==> config.mk <==
export PLATFORM = sky130hd
export DESIGN_NAME = simple_cpu_sequencer
export DESIGN_NICKNAME = d
export VERILOG_FILES = /design/src/rtl/simple_cpu_pkg.sv /design/src/rtl/seq_imem.sv /design/src/rtl/simple_cpu_sequencer.sv
export SDC_FILE = /design/constraint.sdc
export NUM_CORES = 1
export LEC_CHECK = 0
export ABC_CLOCK_PERIOD_IN_PS = 6600
export CORE_AREA = 2 2 216 218
export DETAILED_ROUTE_END_ITERATION = 16
export DIE_AREA = 0 0 218 220
export SLEW_MARGIN = 20
export SYNTH_ARGS = -nofsm -noshare
export SYNTH_HDL_FRONTEND = slang
export SYNTH_HIERARCHICAL = 1
export SYNTH_SLANG_ARGS = --single-unit
==> constraint.sdc <==
create_clock -name clk -period 6.6 [get_ports clk]
set_clock_uncertainty 0.1 [all_clocks]
set_input_delay 0.66 -clock clk [delete_from_list [all_inputs] [get_ports clk]]
set_output_delay 0.66 -clock clk [all_outputs]
set_load 0.005 [all_outputs]
==> src/rtl/simple_cpu_pkg.sv <==
// Shared definitions for the simple_cpu program sequencer: instruction classes,
// the class field position and the sequencer state encoding.
package simple_cpu_pkg;

  localparam int INSTR_WIDTH_DEF = 20;

  localparam int CLS_MSB = 19;
  localparam int CLS_LSB = 18;

  localparam logic [1:0] CLS_HALT  = 2'b00;
  localparam logic [1:0] CLS_ALU   = 2'b01;
  localparam logic [1:0] CLS_LOAD  = 2'b10;
  localparam logic [1:0] CLS_STORE = 2'b11;

  typedef enum logic [1:0] {
    IDLE    = 2'b00,
    CPU_RST = 2'b01,
    RUN     = 2'b10,
    DONE    = 2'b11
  } state_e;

endpackage

==> src/rtl/seq_imem.sv <==
// Instruction memory: register array with one synchronous write port and one
// combinational read port. Contents are deliberately not reset.
module seq_imem #(
  parameter int ADDR_BITS  = 4,
  parameter int DATA_WIDTH = 20
) (
  input  logic                  clk,
  input  logic                  i_we,
  input  logic [ADDR_BITS-1:0]  i_waddr,
  input  logic [DATA_WIDTH-1:0] i_wdata,
  input  logic [ADDR_BITS-1:0]  i_raddr,
  output logic [DATA_WIDTH-1:0] o_rdata
);

  logic [DATA_WIDTH-1:0] r_mem [2**ADDR_BITS];

  // write port
  always_ff @(posedge clk) begin
    if (i_we) begin
      r_mem[i_waddr] <= i_wdata;
    end
  end

  assign o_rdata = r_mem[i_raddr];

endmodule

==> src/rtl/simple_cpu_sequencer.sv <==
// Program sequencer for simple_cpu: resets the CPU for one cycle, then presents
// each stored instruction for a class-dependent number of cycles until HALT/end/abort.
module simple_cpu_sequencer
  import simple_cpu_pkg::*;
#(
  parameter int INSTR_WIDTH    = INSTR_WIDTH_DEF,
  parameter int IMEM_ADDR_BITS = 4,
  parameter int ALU_CYCLES     = 3,
  parameter int STORE_CYCLES   = 3,
  parameter int LOAD_CYCLES    = 4
) (
  input  logic                      clk,
  input  logic                      rst,
  input  logic                      start,
  input  logic                      abort,
  input  logic                      prog_we,
  input  logic [IMEM_ADDR_BITS-1:0] prog_addr,
  input  logic [INSTR_WIDTH-1:0]    prog_data,
  output logic                      cpu_rst,
  output logic [INSTR_WIDTH-1:0]    instruction,
  output logic [IMEM_ADDR_BITS-1:0] pc,
  output logic                      busy,
  output logic                      done
);

  localparam int MAX_HOLD_AS = (ALU_CYCLES > STORE_CYCLES) ? ALU_CYCLES : STORE_CYCLES;
  localparam int MAX_HOLD    = (LOAD_CYCLES > MAX_HOLD_AS) ? LOAD_CYCLES : MAX_HOLD_AS;
  localparam int CNT_W       = (MAX_HOLD > 1) ? $clog2(MAX_HOLD) : 1;
  localparam logic [IMEM_ADDR_BITS-1:0] LAST_ADDR = {IMEM_ADDR_BITS{1'b1}};

  state_e                    r_state;
  state_e                    w_state_nxt;
  logic [INSTR_WIDTH-1:0]    r_instr;
  logic [INSTR_WIDTH-1:0]    w_instr_nxt;
  logic [IMEM_ADDR_BITS-1:0] r_pc;
  logic [IMEM_ADDR_BITS-1:0] w_pc_nxt;
  logic [CNT_W-1:0]          r_cnt;
  logic [CNT_W-1:0]          w_cnt_nxt;
  logic [IMEM_ADDR_BITS-1:0] w_rd_addr;
  logic [INSTR_WIDTH-1:0]    w_rd_data;
  logic [1:0]                w_rd_cls;
  logic                      w_busy;

  // Remaining cycles after the first one that an instruction of class cls is held.
  function automatic logic [CNT_W-1:0] hold_m1(input logic [1:0] cls);
    case (cls)
      CLS_ALU:   return CNT_W'(ALU_CYCLES - 1);
      CLS_LOAD:  return CNT_W'(LOAD_CYCLES - 1);
      CLS_STORE: return CNT_W'(STORE_CYCLES - 1);
      default:   return CNT_W'(0);
    endcase
  endfunction

  assign w_busy    = (r_state == CPU_RST) || (r_state == RUN);
  // CPU_RST fetches word 0; RUN looks ahead to the next word (wrap is guarded below).
  assign w_rd_addr = (r_state == RUN) ? (r_pc + IMEM_ADDR_BITS'(1)) : {IMEM_ADDR_BITS{1'b0}};
  assign w_rd_cls  = w_rd_data[CLS_MSB:CLS_LSB];

  seq_imem #(
    .ADDR_BITS  (IMEM_ADDR_BITS),
    .DATA_WIDTH (INSTR_WIDTH)
  ) u_imem (
    .clk     (clk),
    .i_we    (prog_we && !w_busy),
    .i_waddr (prog_addr),
    .i_wdata (prog_data),
    .i_raddr (w_rd_addr),
    .o_rdata (w_rd_data)
  );

  // state, instruction, pc and hold-counter registers
  always_ff @(posedge clk) begin
    if (rst) begin
      r_state <= IDLE;
      r_instr <= {INSTR_WIDTH{1'b0}};
      r_pc    <= {IMEM_ADDR_BITS{1'b0}};
      r_cnt   <= {CNT_W{1'b0}};
    end else begin
      r_state <= w_state_nxt;
      r_instr <= w_instr_nxt;
      r_pc    <= w_pc_nxt;
      r_cnt   <= w_cnt_nxt;
    end
  end

  // next-state logic: start, abort and instruction advance
  always_comb begin
    w_state_nxt = r_state;
    w_instr_nxt = r_instr;
    w_pc_nxt    = r_pc;
    w_cnt_nxt   = r_cnt;
    case (r_state)
      IDLE, DONE: begin
        w_instr_nxt = {INSTR_WIDTH{1'b0}};
        if (start) begin
          w_state_nxt = CPU_RST;
          w_pc_nxt    = {IMEM_ADDR_BITS{1'b0}};
          w_cnt_nxt   = {CNT_W{1'b0}};
        end else begin
          w_state_nxt = r_state;
        end
      end
      CPU_RST: begin
        w_instr_nxt = {INSTR_WIDTH{1'b0}};
        w_pc_nxt    = {IMEM_ADDR_BITS{1'b0}};
        if (abort || (w_rd_cls == CLS_HALT)) begin
          w_state_nxt = DONE;
        end else begin
          w_state_nxt = RUN;
          w_instr_nxt = w_rd_data;
          w_cnt_nxt   = hold_m1(w_rd_cls);
        end
      end
      RUN: begin
        if (abort) begin
          w_state_nxt = DONE;
          w_instr_nxt = {INSTR_WIDTH{1'b0}};
        end else if (r_cnt != {CNT_W{1'b0}}) begin
          w_cnt_nxt = r_cnt - CNT_W'(1);
        end else if ((r_pc == LAST_ADDR) || (w_rd_cls == CLS_HALT)) begin
          w_state_nxt = DONE;
          w_instr_nxt = {INSTR_WIDTH{1'b0}};
        end else begin
          w_instr_nxt = w_rd_data;
          w_pc_nxt    = w_rd_addr;
          w_cnt_nxt   = hold_m1(w_rd_cls);
        end
      end
      default: begin
        w_state_nxt = IDLE;
        w_instr_nxt = {INSTR_WIDTH{1'b0}};
        w_pc_nxt    = {IMEM_ADDR_BITS{1'b0}};
        w_cnt_nxt   = {CNT_W{1'b0}};
      end
    endcase
  end

  assign cpu_rst     = rst || (r_state == CPU_RST);
  assign instruction = r_instr;
  assign pc          = r_pc;
  assign busy        = w_busy;
  assign done        = (r_state == DONE);

endmodule

---- Word-level counts from Yosys, hierarchy flattened ----
Memories as Yosys holds them, arrays and structs flattened.
Cells that the tools add are included.
word-level totals
  bits in registers ....................... 28
  RAM bits ................................ 320
  bits of input ports ..................... 29
  output and inout bits ................... 27
  word-level logic and storage cells ...... 62
  memories kept ........................... 1
operators by class
  add/subtract/negate cells ............... 2
  equal/unequal tests ..................... 15
  multiplexer cells ....................... 26
  reduce and logical (&&, ||, !) cells .... 14
memories
  memory        words  bits a word  rd ports  clocked after memory_dff  wr ports  RTL line        source
  u_imem.r_mem  16     20           1         0                         1         seq_imem.sv:15  logic [DATA_WIDTH-1:0] r_mem [2**ADDR_BITS];
operators by type and width
  cell                                                                     count
  20-bit 2-to-1 mux                                                        4
  20-bit case mux with 3 select lines                                      1
  4-bit 2-to-1 mux                                                         5
  2-bit 2-to-1 mux                                                         9
  2-bit case mux with 3 select lines                                       2
  4-bit case mux with 3 select lines                                       1
  2-bit inequality test, second input constant                             5
  2-bit == test, second input constant                                     4
  4-bit AND reduction                                                      2
  3-bit inequality test, second input constant                             2
  4-bit by 1-bit adder with 4-bit output, second input constant            1
  2-bit by 1-bit == test with 1-bit output, second input constant          2
  4-bit == test, second input constant                                     1
  2-bit logical NOT                                                        2
  1-bit logical OR                                                         4
  2-bit case mux with 2 select lines                                       1
  2-bit OR reduction                                                       2
  1-bit 2-to-1 mux                                                         3
  3-bit by 2-bit inequality test with 1-bit output, second input constant  1
  3-bit AND reduction                                                      1
  2-bit nonzero test                                                       1
  2-bit by 1-bit subtractor with 2-bit output, second input constant       1
  1-bit logical AND                                                        1
  1-bit logical NOT                                                        1

---- Longest topological paths before layout ----
An unclocked memory read counts as a cell.
  word-level depth ........................ 10
  mapped depth ............................ 15
  gate-level depth less buffers ........... 11

---- Hierarchy ----
The synthesis kept the hierarchy.
by module, submodules not included
  module                times used  cells each  area each (µm²)  sequential area each (µm²)
  seq_imem              1           513         12130.4          9609.2
  simple_cpu_sequencer  1           140         1367.6           560.5

---- Worst setup path before layout ----
No wires, ideal clock.
  path kind ............................... flip-flop to flip-flop
  from .................................... register r_state[0]
  to ...................................... memory u_imem.r_mem[0][0] (enable)
  library setup time ...................... 422 ps
  arrival time ............................ 2856 ps
  required time ........................... 6078 ps
  path slack .............................. 3222 ps
  cell stages (with the launch flop) ...... 7
  path buffers ............................ 1
  clock period less this slack ............ 3378 ps
  path through ............................ dfxtp_1 -> inv_1 -> ha_1 -> buf_6 -> and2_1 -> or3b_2 -> nor3_1
on the way
  word-level cells in the longest chain between the ends .. 6
  elaborated cells between the ends (all ways) .. 7
  those cells by class .................... 2 x eq/ne; 2 x mux; 3 x reduce/logical
RTL lines
  item                                                                              RTL line                    source
  start: declaration                                                                simple_cpu_sequencer.sv:31  state_e r_state;
  start signal: assignment                                                          simple_cpu_sequencer.sv:79  r_state <= w_state_nxt;
  2-bit by 1-bit == test with 1-bit output / 2-bit == test (equally long branches)  simple_cpu_sequencer.sv:54  assign w_busy = (r_state == CPU_RST) || (r_state == RUN);
  1-bit logical OR (*)                                                              simple_cpu_sequencer.sv:54
  1-bit logical NOT (*)                                                             simple_cpu_sequencer.sv:64  .i_we (prog_we && !w_busy),
  1-bit logical AND (*)                                                             simple_cpu_sequencer.sv:64
  1-bit 2-to-1 mux (*)                                                              seq_imem.sv:19              if (i_we) begin
  1-bit 2-to-1 mux (not written as such) (*)                                        seq_imem.sv:20              r_mem[i_waddr] <= i_wdata;
  end: declaration                                                                  seq_imem.sv:15
Mark *: on every way between the ends. The rest lies on a longest branch, timed or not.

---- Final worst setup path ----
  from .................................... register r_state[0]
  to ...................................... register r_pc[0] (netlist: pc[0])
on the way
  elaborated cells between the ends (all ways) .. 18
  those cells by class .................... 7 x eq/ne; 5 x mux; 5 x reduce/logical; 1 x memory
RTL lines
  item                                    RTL line                                                source
  2-bit == test                           simple_cpu_sequencer.sv:56, simple_cpu_sequencer.sv:92
  4-bit 2-to-1 mux                        simple_cpu_sequencer.sv:56                              assign w_rd_addr = (r_state == RUN) ? (r_pc + IMEM_ADDR_BITS'(1)) : {IMEM_ADDR_BITS{1'b0}};
  4-bit 2-to-1 mux                        simple_cpu_sequencer.sv:120                             end else if ((r_pc == LAST_ADDR) || (w_rd_cls == CLS_HALT)) begin
  4-bit 2-to-1 mux                        simple_cpu_sequencer.sv:118                             end else if (r_cnt != {CNT_W{1'b0}}) begin
  4-bit 2-to-1 mux                        simple_cpu_sequencer.sv:115                             if (abort) begin
  4-bit case mux with 3 select lines (*)  simple_cpu_sequencer.sv:92                              case (r_state)
  named net w_pc_nxt[0]                   simple_cpu_sequencer.sv:36                              logic [IMEM_ADDR_BITS-1:0] w_pc_nxt;
  end signal: assignment                  simple_cpu_sequencer.sv:76                              r_pc <= {IMEM_ADDR_BITS{1'b0}};
  end signal: assignment                  simple_cpu_sequencer.sv:81                              r_pc <= w_pc_nxt;
  end: declaration                        simple_cpu_sequencer.sv:35                              logic [IMEM_ADDR_BITS-1:0] r_pc;
The timed path passes the listed nets; every way through them passes the cells marked *. The select of a mux whose other input is x is not followed.
A chain may end at the register's enable or synchronous reset.

==> flow_metrics.env <==
export IMPL_status="complete, no violations"
export IMPL_syn_nets=686
export IMPL_clock_root_buffer="clkbuf_16"
export IMPL_crit_path_start_kind="flop"
export IMPL_start_util=0.294
export IMPL_worst_path_max_fanout=22
export IMPL_synth_seq_cells=348
export IMPL_cts_tree="done"
export IMPL_dieArea_um2=48000
export IMPL_cp_arrival_ns=4.41
export IMPL_avgSynthCellArea_um2=20.7
export IMPL_die_h_um=220
export IMPL_power_density_nw_per_um2=326
export IMPL_hpwl_mm=17.2
export IMPL_antenna_found_initial=1
export IMPL_final_cell_mix="320 x edfxtp_1, 64 x mux4_2, 55 x clkdlybuf4s50_1, 40 x a22oi_1, 37 x clkbuf_16"
export IMPL_nFillCells=4299
export IMPL_rsz0062_at_grt="false"
export IMPL_drv_slew=0
export IMPL_cts_inserted_buffers=36
export IMPL_hp_start="instruction[16]"
export IMPL_synth_ff_type="edfxtp_1"
export IMPL_pin_count=56
export IMPL_core_area_um2=45900
export IMPL_wl_per_cell_um=22.2
export IMPL_port_buffers=55
export IMPL_path_class="reg -> reg"
export IMPL_finalCriticalPeriod_ns=4.14
export IMPL_setup_slack_ns=2.46
export IMPL_synth_cell_type_count=52
export IMPL_gp_congestion=0.826
export IMPL_r2r_start="r_state[0]"
export IMPL_cp_required_ns=6.87
export IMPL_drive_gt1_frac=0.236
export IMPL_timing_hold_ws_ns=0.376
export IMPL_htreeDepth=2
export IMPL_dp_worst_setup_slack_ns=2.43
export IMPL_p_leak_nw=4.93
export IMPL_p_sw_mw=1.21
export IMPL_grt_overflow=0
export IMPL_ant_nets=0
export IMPL_clkPwrFrac=0.380
export IMPL_area_growth_synth_to_final_pct=18.5
export IMPL_yosysWarnings=6
export IMPL_clk_latency_ns=0.52
export IMPL_switching_share=0.232
export IMPL_synth_edff_count=320
export IMPL_combPwrFrac=0.138
export IMPL_hold_viol_final=0
export IMPL_yosysSeqAreaShare=0.753
export IMPL_die_x_um=218
export IMPL_setup_violations=0
export IMPL_utilization=0.349
export IMPL_place_inst=1306
export IMPL_final_common_cell="edfxtp_1"
export IMPL_synthArstFlopShare=0
export IMPL_fin_tns_setup_ns=0
export IMPL_wl_mm=30.4
export IMPL_finalPower_mw=5.21
export IMPL_max_slew_worst_pin_slew_ns=1.05
export IMPL_grt_pass1_wl_mm=45.5
export IMPL_p_seq_frac=0.482
export IMPL_drt_iter0_drc=552
export IMPL_period_share=0.627
export IMPL_cap_violations=0
export IMPL_ctsHoldBuffers=0
export IMPL_fin_area_um2=16000
export IMPL_vdd_ir_drop_max_mv=0.148
export IMPL_synthCells=653
export IMPL_vias_per_cell=4.94
export IMPL_postPlaceCellArea_um2=14800
export IMPL_nets=770
export IMPL_max_freq_ghz=0.241
export IMPL_clkSinkCount=348
export IMPL_drt_pass1_iterations=5
export IMPL_crit_start="r_state[0]"
export IMPL_clk_pin_slew_worst_paths_ns=0.06
export IMPL_vias=6780
export IMPL_first_global_vias=7057
export IMPL_worst_setup_path_end_kind="flop"
export IMPL_drc=0
export IMPL_postCtsResizedCells=0
export IMPL_relSlewSlack=0.299
export IMPL_cts_setup_buffers=0
export IMPL_final_cells=1372
export IMPL_worstHoldPathType="reg -> reg"
export IMPL_grt_max_degree=53
export IMPL_cts_buffer_depth=3
export IMPL_internal_power_mw=4.00
export IMPL_grtUsageTotal=0.128
export IMPL_rows=79
export IMPL_syn_area_um2=13500
[power groups by stage]
stage / combinational (mW) / clock (mW) / sequential (mW)
finish: 0.719 / 1.98 / 2.51
global route: 0.785 / 2.11 / 2.52
CTS: 0.730 / 2.02 / 2.51
detailed placement: 0.727 / 0 / 2.56
global placement: 0.725 / 0 / 2.56
floorplan: 0.561 / 0 / 2.55
[worst max-delay path: stages, from the launching register on]
cell and delay, ns:
dfxtp_1 0.34, inv_1 0.07, ha_1 0.45, inv_2 0.20, nor2_4 0.57, buf_4 0.51, mux4_2 0.55, a22oi_1 0.15
nand2_1 0.21, or2_2 0.39, and3_2 0.25, nand3_1 0.10, a21oi_1 0.07
[cell usage after synthesis, drive strengths merged (2+ instances only)]
cell | instances | area share
and2 | 3 | 0.0014
nand3b | 2 | 0.0011
nand2 | 32 | 0.0089
inv | 5 | 0.0014
and3 | 2 | 0.0010
nor2 | 22 | 0.0067
edfxtp | 320 | 0.71
a22o | 18 | 0.012
o41ai | 2 | 0.0013
or2 | 2 | 0.00093
nor4 | 3 | 0.0019
nor2b | 6 | 0.0028
buf | 15 | 0.010
o21ai | 6 | 0.0025
nor3 | 5 | 0.0027
dfxtp | 28 | 0.042
a21oi | 7 | 0.0034
nand2b | 4 | 0.0019
mux4 | 80 | 0.14
clkbuf | 17 | 0.0055
ha | 4 | 0.0037
nand3 | 12 | 0.0054
a22oi | 40 | 0.022
o211ai | 2 | 0.0011
a31oi | 2 | 0.00093
[layout make-up]
cell class              count  area (um^2)  area share
well taps                 607          759      0.0475
flip-flops and latches    348        10200       0.636
clock inverters            20          179      0.0112
clock buffers              45          976      0.0610
multi-input cells         268         3170       0.198
repair buffers             78          723      0.0452
diodes                      1         2.50    0.000156
inverters                   5         18.8     0.00117
[flip-flops by register name, summed over array words and instances (netlist names)]
| name | cells |
|---|---|
| r_state | 2 |
| instruction | 20 |
| u_imem/r_mem | 320 |
| pc | 4 |
| r_cnt | 2 |
[path summary, 6_finish.rpt]
check                                  endpoint  slack [ns]  depth (start not counted)
worst max register to register            pc[0]        2.46                         12
worst min register to register  instruction[16]        0.38                          2
worst max-delay path                      pc[0]        2.46                         12
worst min-delay path            instruction[16]        0.38                          2
[kinds of logic after synthesis]
kind of cell,after synthesis,synth area share
adders and majority gates,4,0.00371
and+or+nand+nor,95,0.0357
DFF,348,0.753
AOI/OAI and AO/OA,86,0.0503
muxes,81,0.139
buffers and inverters,37,0.0169
xor gates and xnor gates,2,0.00130
[layer usage]
| metal | vias to the layer above | part of all wire | global-route usage | wire (um) |
|---|---|---|---|---|
| met4 | 0 | 0.014 | 0.0351 | 420 |
| met3 | 35 | 0.055 | 0.0226 | 1680 |
| met2 | 225 | 0.48 | 0.207 | 14500 |
| li1 | 2915 | - | - | - |
| met1 | 3605 | 0.45 | 0.179 | 13800 |
| met5 | - | 0 | 0 | 0 |
Power figures use the tool's default switching activity.
==> patch 1 (same settings) <==
Make the reset (`rst`) asynchronous in one clocked block.
--- a/src/rtl/simple_cpu_sequencer.sv
+++ b/src/rtl/simple_cpu_sequencer.sv
@@ -69,7 +69,7 @@
   );
 
   // state, instruction, pc and hold-counter registers
-  always_ff @(posedge clk) begin
+  always_ff @(posedge clk or posedge rst) begin
     if (rst) begin
       r_state <= IDLE;
       r_instr <= {INSTR_WIDTH{1'b0}};
Function: differs if rst is asserted again (counterexample within 4 cycles, from zero or initial values and one cycle with rst high); with rst held inactive, the same outputs for 4 cycles.
==> patch 1 against the original RTL <==
Global-route usage decreased by 0.38 points. Total power increased by 5.6%. Combinational power increased by 54%. Cell area decreased by 0.73%. Utilization decreased by 0.25 points. Area after synthesis decreased by 0.21%. Sequential cell count unchanged. Worst setup slack got worse by 0.15 ns. Clock power decreased by 8%. Wire length decreased by 2.2%. Largest power group unchanged. Highest routed layer unchanged.
==> patch 1: results (changes against the original RTL) <==
status: "finished clean"  # unchanged
critical_path_arrival_ns: 4.58  # was 4.41 ns
dp.cells: 1282  # was 1306
whs_ns: 0.406  # was 0.376 ns
multi_input_area_share_pct: 19.0  # was 19.8%
wl_met1_mm: 13.4  # was 13.8 mm
final-clk-cell-share_pct: 6.59  # was 7.22%
ys_top_cells_by_count: "320 x edfxtp_1, 64 x mux4_2, 40 x a22oi_1"  # unchanged
p_leak_nw: 5.03  # was 4.93 nW
rrSetupSlack_ns: 2.31  # was 2.46 ns
wl_met2_mm: 14.2  # was 14.5 mm
ys_top_cells_by_area: "edfxtp_1 71%, mux4_2 11%, dfrtp_1 5.2%, mux4_1 3.1%, a22oi_1 2.2%"  # was edfxtp_1 71%, mux4_2 11%, dfxtp_1 4.2%, mux4_1 3.1%, a22oi_1 2.2%
hp-start: "instruction[4]"  # was instruction[16]
ys_seq_area_share_pct: 76.5  # was 75.3%
inv_count: 8  # was 5
via_per_inst: 4.84  # was 4.94
grt_pass1_wl_mm: 43.7  # was 45.5 mm
final.clkbuf_count: 51  # was 45
nets: 746  # was 770
grt_max_degree: 44  # was 53
synth_cell_types: 46  # was 52
seq-power_mw: 2.57  # was 2.51 mW
comb_power_share_pct: 20.2  # was 13.8%
antenna_found_initial: 0  # was 1
critical-path-slowest-cell: "mux4_2"  # was nor2_4
power_switching_mw: 1.40  # was 1.21 mW
min_to: "instruction[4]"  # was instruction[16]
nFillCells: 4304  # was 4299
diodes: 0  # was 1
timing.critical_path.fanout_max: 29  # was 22
drt-initial-drc-count: 722  # was 552
wire_per_inst_um: 22.1  # was 22.2 µm
groute.usage.overall_pct: 12.4  # was 12.8%
synthCells: 629  # was 653
grt_pass1_vias: 6648  # was 7057
dp_hpwl_mm: 17.1  # was 17.2 mm
r2r-start: "r_state[0]"  # unchanged
worstHoldPathCells: 1  # was 2
syn-num-nets: 662  # was 686
dr_wl_met3_mm: 1.54  # was 1.68 mm
==> patch 1: cell families after synthesis <==
logic type                 Yosys count  share of synthesized area [%]
adders and majority gates            4                          0.372
and+or+nand+nor                     72                           2.68
muxes                               82                           14.0
DFF                                348                           76.5
buffers and inverters               40                           1.64
AOI/OAI and AO/OA                   81                           4.64
xor gates and xnor gates             2                          0.130
==> patch 1: layer usage <==
layer | up-vias | track usage (%)
met3 | 40 | 2.04
met1 | 3479 | 17.3
met4 | 0 | 3.63
met2 | 167 | 20.1
li1 | 2826 | -
met5 | - | 0
==> patch 1: critical path, delay by kind of cell (launching register included) <==
family                     cells  cell delay [ns]
and+or+nand+nor                5             1.39
buffers and inverters          3             0.82
muxes                          1             0.57
AOI/OAI and AO/OA              2             0.51
DFF                            1             0.40
adders and majority gates      1             0.34
==> patch 2 (config.mk and constraints unchanged) <==
Made on the original files. Change the package constant `INSTR_WIDTH_DEF` from 20 to 24.
--- a/src/rtl/simple_cpu_pkg.sv
+++ b/src/rtl/simple_cpu_pkg.sv
@@ -2,7 +2,7 @@
 // the class field position and the sequencer state encoding.
 package simple_cpu_pkg;
 
-  localparam int INSTR_WIDTH_DEF = 20;
+  localparam int INSTR_WIDTH_DEF = 24;
 
   localparam int CLS_MSB = 19;
   localparam int CLS_LSB = 18;
Ports: changed (resized instruction and prog_data); port bits go from 56 to 64. The function was not compared with the original's and may differ.
==> patch 2 against the original RTL <==
Highest routed layer is now met5. Combinational power is 7.8% higher. Worst setup slack worse by 0.13 ns. Area after synthesis is 18% higher. First-iteration DRC count is 14% higher. Total power is 17% higher. Non-clock buffer count is 4 higher. Maximum frequency is 3.0% lower. Critical endpoint is now instruction[15]. Hold slack worse by 0.00091 ns. Cell area is 17% higher. Wire length is 19% higher. Final cell count is 7.5% higher. Largest power group unchanged. Sequential cell count is 68 higher.
==> patch 2: results (changes against the original RTL) <==
sh_seq_area_pct: 65.0  # was 63.6%
synth-xor-area-share_pct: 0.110  # was 0.130%
synth_cell_types: 51  # was 52
critical_path_arrival_ns: 4.59  # was 4.41 ns
rrSetupSlack_ns: 2.33  # was 2.46 ns
synth_edf_count: 384  # was 320
multi_input_gates: 287  # was 268
ctsHtreeMaxLevel: 2  # unchanged
max_freq_mhz: 234  # was 241 MHz
worstHoldPathCells: 1  # was 2
diodes: 0  # was 1
place_congestion: 0.789  # was 0.826
nets: 872  # was 770
synth_compound_area_share_pct: 5.06  # was 5.03%
final_layout_size_suffix_gt1_share_pct: 26.8  # was 23.6%
dpl_worst_slack_ns: 2.22  # was 2.43 ns
wire_per_inst_um: 24.6  # was 22.2 µm
dr_total_vias: 7760  # was 6780
timing.critical_path.fanout_max: 32  # was 22
grt_pass1_wl_mm: 53.5  # was 45.5 mm
p_leak_nw: 5.72  # was 4.93 nW
cp-endpoint: "instruction[15]"  # was pc[0]
cts_buffers: 43  # was 36
seq-power_mw: 3.00  # was 2.51 mW
nFillCells: 4025  # was 4299
buffer_area_share_pct: 4.30  # was 4.52%
cellPowerDensity_nw_per_um2: 326  # about the same
ys_seq_area_share_pct: 76.7  # was 75.3%
status: "finished clean"  # unchanged
hp-start: "instruction[19]"  # was instruction[16]
ys_top_cells_by_count: "384 x edfxtp_1, 96 x mux4_2, 48 x a22oi_1"  # was 320 x edfxtp_1, 64 x mux4_2, 40 x a22oi_1
drt-initial-drc-count: 627  # was 552
io_buffers: 63  # was 55
seq_cells: 416  # was 348
buffers: 82  # was 78
groute.usage.overall_pct: 15.3  # was 12.8%
final.clkbuf_count: 64  # was 45
swShare_pct: 22.5  # was 23.2%
r2r_cells: 10  # was 12
place_area_um2: 17300  # was 14800 µm²
pg_comb_mw: 0.775  # was 0.719 mW
grt_pass1_vias: 8052  # was 7057
synth_fa_ha_area_share_pct: 0.315  # was 0.371%
final-clk-cell-share_pct: 7.34  # was 7.22%
ir_drop_mv: 0.150  # was 0.148 mV
[patch 2: cell count changes in the layout (fill, tap and decap cells not counted), moves of 9 or more]
cell      before  now
mux4_1        16    0
nand3_1       11    2
a22o_1        12    0
nor2_4         2   13
mux4_2        64   96
nor2_2        13    3
edfxtp_1     320  384
a22o_2         6   22
[patch 2: worst max-delay path, stage by stage (launching register included)]
cell     delay (ns)
dfxtp_1        0.35
inv_1          0.07
ha_1           0.39
inv_1          0.26
nor2_4         0.59
buf_4          0.55
buf_4          0.63
mux4_2         0.58
a22oi_1        0.26
nand2_1        0.10
a22o_2         0.24
[patch 2: through the flow]
step,hold slack (ns),total power [mW],cells
floorplan,0.362,3.62,748
detailed placement,0.366,3.85,1396
finish,0.375,6.10,1475
CTS,0.383,6.18,1474
global placement,0.365,3.84,1395
global route,0.392,6.34,1475
[patch 2: layer usage]
metal  vias up  track usage (%)  routed length [µm]
met5         -                0                  11
met4         2             4.69                 851
met3        64             2.25                1620
met2       217             25.2               17700
met1      4159             21.1               16100
li1       3318                -                   -
